### src/rtl/prog_cntr_sel_ctrl.sv
// -----------------------------------------------------------------------------
// prog_cntr_sel_ctrl
//   Sequencer for the fetch-stage PC load mux. Each cycle it picks exactly one
//   PC source (next-sequential, branch target, interrupt vector, return address)
//   and drives the PC load enable and the pipeline flush. It also runs the
//   interrupt request/ack handshake, tracks ISR activity and enforces a
//   post-redirect shadow window during which further redirects are ignored.
//
//   Optional feature macro: PC_SEL_INT_NEST_EN
//     undefined : single in_isr flag, interrupts masked while it is set.
//     defined   : nest counter up to NEST_DEPTH active ISRs.
//
// Parameters
//   FLUSH_CYCLES  shadow-window length after any redirect (1..15)
//   NEST_DEPTH    max ISR nesting depth, nesting build only (1..15)
//
// Ports
//   clock         in   system clock, rising edge
//   reset_n       in   asynchronous active-low reset
//   stall         in   freezes the PC and this controller
//   branch_taken  in   resolved taken branch/jump/call
//   ret_req       in   RET or RETI resolved
//   ret_is_reti   in   qualifies ret_req as RETI
//   int_en        in   global interrupt enable
//   int_req       in   level interrupt request, held until int_ack
//   sel_signals   out  one-hot select: [0] branch [1] next [2] int [3] return
//   pc_load_en    out  PC register load enable
//   flush         out  kill younger fetched/decoded instructions
//   int_ack       out  one-cycle pulse when the interrupt vector is selected
//   in_isr        out  registered, at least one ISR active
// -----------------------------------------------------------------------------
module prog_cntr_sel_ctrl #(
  parameter int FLUSH_CYCLES = 2,
  parameter int NEST_DEPTH   = 4
) (
  input  logic       clock,
  input  logic       reset_n,
  input  logic       stall,
  input  logic       branch_taken,
  input  logic       ret_req,
  input  logic       ret_is_reti,
  input  logic       int_en,
  input  logic       int_req,
  output logic [3:0] sel_signals,
  output logic       pc_load_en,
  output logic       flush,
  output logic       int_ack,
  output logic       in_isr
);

  localparam logic [3:0] SEL_BRANCH   = 4'b0001;
  localparam logic [3:0] SEL_NEXT     = 4'b0010;
  localparam logic [3:0] SEL_INT      = 4'b0100;
  localparam logic [3:0] SEL_RET      = 4'b1000;
  localparam logic [3:0] FLUSH_RELOAD = 4'(FLUSH_CYCLES - 1);

  generate
    if (FLUSH_CYCLES < 1 || FLUSH_CYCLES > 15) begin : g_bad_flush_cycles
      $error("prog_cntr_sel_ctrl: FLUSH_CYCLES must be within 1..15");
    end
    if (NEST_DEPTH < 1 || NEST_DEPTH > 15) begin : g_bad_nest_depth
      $error("prog_cntr_sel_ctrl: NEST_DEPTH must be within 1..15");
    end
  endgenerate

  typedef enum logic [1:0] {
    ST_BOOT   = 2'd0,
    ST_RUN    = 2'd1,
    ST_SHADOW = 2'd2
  } state_t;

  state_t     state, state_d;
  logic [3:0] flush_cnt, flush_cnt_d;
  logic [3:0] last_sel;   // select of the most recent non-stall cycle
  logic [3:0] sel_now;    // select this cycle would drive if not stalled
  logic       int_room;   // ISR tracking allows another interrupt take

`ifdef PC_SEL_INT_NEST_EN
  localparam int NEST_W = $clog2(NEST_DEPTH + 1);
  logic [NEST_W-1:0] nest_cnt, nest_cnt_d;

  assign int_room = (nest_cnt < NEST_W'(NEST_DEPTH));
  assign in_isr   = (nest_cnt != '0);
`else
  logic isr_q, isr_d;

  assign int_room = ~isr_q;
  assign in_isr   = isr_q;
`endif

  // NOTE: every signal written here gets a default first, so no path leaves a
  // value unassigned and no latch is inferred.
  always_comb begin
    state_d     = state;
    flush_cnt_d = flush_cnt;
    sel_now     = SEL_NEXT;
    pc_load_en  = 1'b0;
    flush       = 1'b0;
    int_ack     = 1'b0;
`ifdef PC_SEL_INT_NEST_EN
    nest_cnt_d  = nest_cnt;
`else
    isr_d       = isr_q;
`endif

    // A stall leaves every default in place: no load, no flush, no ack, and
    // all state holds.
    if (!stall) begin
      case (state)
        ST_BOOT: begin
          state_d = ST_RUN;
        end

        ST_RUN: begin
          pc_load_en = 1'b1;
          if (ret_req) begin
            sel_now     = SEL_RET;
            flush       = 1'b1;
            state_d     = ST_SHADOW;
            flush_cnt_d = FLUSH_RELOAD;
            // RETI with no active ISR behaves as a plain RET.
            if (ret_is_reti) begin
`ifdef PC_SEL_INT_NEST_EN
              if (nest_cnt != '0) nest_cnt_d = nest_cnt - NEST_W'(1);
`else
              isr_d = 1'b0;
`endif
            end
          end else if (branch_taken) begin
            sel_now     = SEL_BRANCH;
            flush       = 1'b1;
            state_d     = ST_SHADOW;
            flush_cnt_d = FLUSH_RELOAD;
          end else if (int_req && int_en && int_room) begin
            sel_now     = SEL_INT;
            int_ack     = 1'b1;
            flush       = 1'b1;
            state_d     = ST_SHADOW;
            flush_cnt_d = FLUSH_RELOAD;
`ifdef PC_SEL_INT_NEST_EN
            nest_cnt_d  = nest_cnt + NEST_W'(1);
`else
            isr_d       = 1'b1;
`endif
          end
        end

        ST_SHADOW: begin
          // Redirect requests are ignored; fetch simply continues sequentially.
          pc_load_en = 1'b1;
          if (flush_cnt == 4'd0) state_d = ST_RUN;
          else                   flush_cnt_d = flush_cnt - 4'd1;
        end

        default: begin
          state_d = ST_BOOT;
        end
      endcase
    end

    // During a stall the mux keeps pointing where it last pointed, which keeps
    // the select one-hot without disturbing the held PC.
    sel_signals = stall ? last_sel : sel_now;
  end

  // NOTE: sequential state uses non-blocking assignments so every register
  // samples the pre-edge values, independent of statement order.
  always_ff @(posedge clock or negedge reset_n) begin
    if (!reset_n) begin
      state     <= ST_BOOT;
      flush_cnt <= 4'd0;
      last_sel  <= SEL_NEXT;
`ifdef PC_SEL_INT_NEST_EN
      nest_cnt  <= '0;
`else
      isr_q     <= 1'b0;
`endif
    end else begin
      state     <= state_d;
      flush_cnt <= flush_cnt_d;
      last_sel  <= sel_signals;
`ifdef PC_SEL_INT_NEST_EN
      nest_cnt  <= nest_cnt_d;
`else
      isr_q     <= isr_d;
`endif
    end
  end

endmodule

### config.mk
export PLATFORM = sky130hd
export DESIGN_NAME = prog_cntr_sel_ctrl
export DESIGN_NICKNAME = d
export VERILOG_FILES = /design/src/rtl/prog_cntr_sel_ctrl.sv
export SDC_FILE = /design/constraint.sdc
export NUM_CORES = 1
export LEC_CHECK = 0
export BUFFER_PORTS_ARGS = -buffer_cell sky130_fd_sc_hd__buf_2
export CAP_MARGIN = 40
export CORE_AREA = 2 2 39 41
export CTS_BUF_LIST = sky130_fd_sc_hd__clkbuf_4
export CTS_CLUSTER_SIZE = 24
export DETAILED_ROUTE_END_ITERATION = 10
export DIE_AREA = 0 0 41 43
export MAX_ROUTING_LAYER = met4
export PLACE_DENSITY = 0.82
export SLEW_MARGIN = 20
export SYNTH_ARGS = -nofsm -noshare
export SYNTH_HDL_FRONTEND = slang
export SYNTH_SLANG_ARGS = --single-unit
### constraint.sdc
create_clock -name clock -period 3.15 [get_ports clock]
set_input_delay 0.1575 -clock clock [delete_from_list [all_inputs] [get_ports clock]]
set_output_delay 0.1575 -clock clock [all_outputs]
set_load 0.01 [all_outputs]
==> reports/metrics.cfg <==
[outcome]
status=complete, no violations

[power_and_ir_drop]
finalPower_w=0.000609
power.leakage_nw=0.418
powerDensity_nw_per_um2=755
irDropWorstVdd_uv=433

[clock_tree]
clkSinkCount=11
cts_resized=0
post_cts_buffers=0
clockRootBuffer=clkbuf_4
cts_hold_buf=1
clk_latency_ns=0.27
h-tree-depth=1
path_clk_slew_ns=0.07
cts_tree=yes
cts_buffer_depth=2
cts_made_buffers=3

[critical_path]
r2r_cells=6
cp_max_fo=5
startpoint_type=flop
arrival_ns=1.79
crit_required_ns=2.99
crit_type=reg -> out
endpoint_kind=output pin

[synth]
synth_cells=66
synth_top_cells_by_count=10 x dfrtp_1, 7 x ha_1, 7 x inv_1
synth_fp_nets=81
synthArstFlopShare_pct=100
synth_top_cell_by_area=dfrtp_1
synth.avg_cell_area_um2=10.3
ys_warn_count=0
synth-edff-count=0
ys.flop_type=dfrtp_1
ys_types=29
synth_top_area_share_pct=36.9
synthesis.area_um2=678
ys_ff_latch=11
yosysSeqAreaShare_pct=40.8
synth_area_leaders=dfrtp_1 37%, ha_1 13%, o21ai_0 4.4%
yosysMostFrequentCell=dfrtp_1

[sta]
max_freq_mhz=514
layout_min_cycle_time_ns=1.95
tightest_slew_ns=0.345
rsz0062_at_grt=no
period_share_pct=61.8
hold_viol=0
slew_headroom_pct=76.8
setup_tns_ns=0
drv_slew=0
final-setup-viol-count=0
skew_ns=0.000633

[routing]
final_antenna_net_count=0
wire_per_inst_um=12.6
drt-pass1-iter-count=4
avgViaCountPerCell=5.20
num_vias=525
routed_wl_um=1270
drt_iter0_drc=14
route.detailed.drc=0

[die]
die_area_um2=1760
dieHeight_um=43
rows=14
core-area_um2=1380
start_util_pct=49.0
die_w_um=41
io_pins=16

[layout]
fin_nets=101
fin_util_pct=58.2
antenna_cells=0
drive_above_1_share_pct=32.9
area_delta_synth_final_pct=18.8
finalNonFillerCells=101

[grt]
grt_antenna_before_repair=0
grt_pass1_vias=490
gr-total-overflow=0
grt_pass1_wl_um=2110
grt_usage_pct=18.4
grt_max_degree=12

[place]
place_hpwl_um=956
place_congestion=0.730
place_inst=96
port_buffers=15

[worst_hold_path]
hold_depth=2
hold_path.class=in -> reg

[job]
cap_violations=0

-- report_power, final --
part	total (W)	internal, W	switching, W
sequential	0.000224	0.000187	0.0000364
clock	0.000108	0.0000577	0.0000502
combinational	0.000277	0.000133	0.000144
-- kinds of logic after synthesis --
logic type               after synthesis  share of synthesized area (%)
flip-flops                            11                           40.8
AO/OA/AOI/OAI                         17                           18.1
multiplexers                           3                           5.35
buffers and inverters                  8                           4.98
AND/OR/NAND/NOR                       20                           17.9
adder cells (fa/ha/maj)                7                           12.9
-- critical path, cell delays in order (launching register included) --
cell      delay [ns]
dfrtp_1         0.41
inv_1           0.11
ha_1            0.25
nand2b_1        0.14
nor4_1          0.34
a21o_1          0.14
buf_2           0.12
-- cell type report --
| cell class | instances | area [µm²] |
|---|---|---|
| fill | 125 | 578 |
| multi-input combinational | 47 | 368 |
| sequential | 11 | 277 |
| timing repair buffer | 16 | 85.1 |
| clock buffer | 4 | 30.0 |
| inverter | 7 | 26.3 |
| tap | 16 | 20.0 |
-- routing by layer --
metal	wire, µm	global-route usage [%]
met1	549	23.4
met2	645	25.9
met3	47	4.71
met4	29	10.0
met5	0	-
-- stage by stage --
step           setup slack, ns  area [µm²]  hold WS, ns
2_1_floorplan             1.46         678       -0.138
3_3_place_gp              1.39         766       0.0396
3_5_place_dp              1.32         766       0.0446
4_1_cts                   1.16         806        0.163
5_1_grt                   1.01         806        0.168
6_report                  1.20         806        0.161
-- flip-flops by register name (all words and copies together) (netlist names) --
signal,count
flush_cnt,4
in_isr,1
last_sel,4
state,2
-- layout by cell type, fill, tap and decap left out, drive strengths merged, types with 2 or more instances in the layout --
cell type   n
o21ai       6
a21oi       3
clkbuf      4
nor3        2
a31o        2
mux2        2
inv         7
nand2b      3
nor2        5
nand2       4
buf        15
ha          7
nand3b      2
dfrtp      10
-- worst paths after layout --
check                            endpoint   startpoint  slack, ns
setup / recovery           sel_signals[2]     state[1]       1.20
hold / removal                     in_isr      ret_req       0.16
setup reg to reg             flush_cnt[0]     state[0]       1.29
hold reg to reg               last_sel[1]  last_sel[1]       0.48
max in group asynchronous     last_sel[1]      reset_n       2.61
min in group asynchronous    flush_cnt[1]      reset_n       0.28
(Power assumes the default switching activity.)
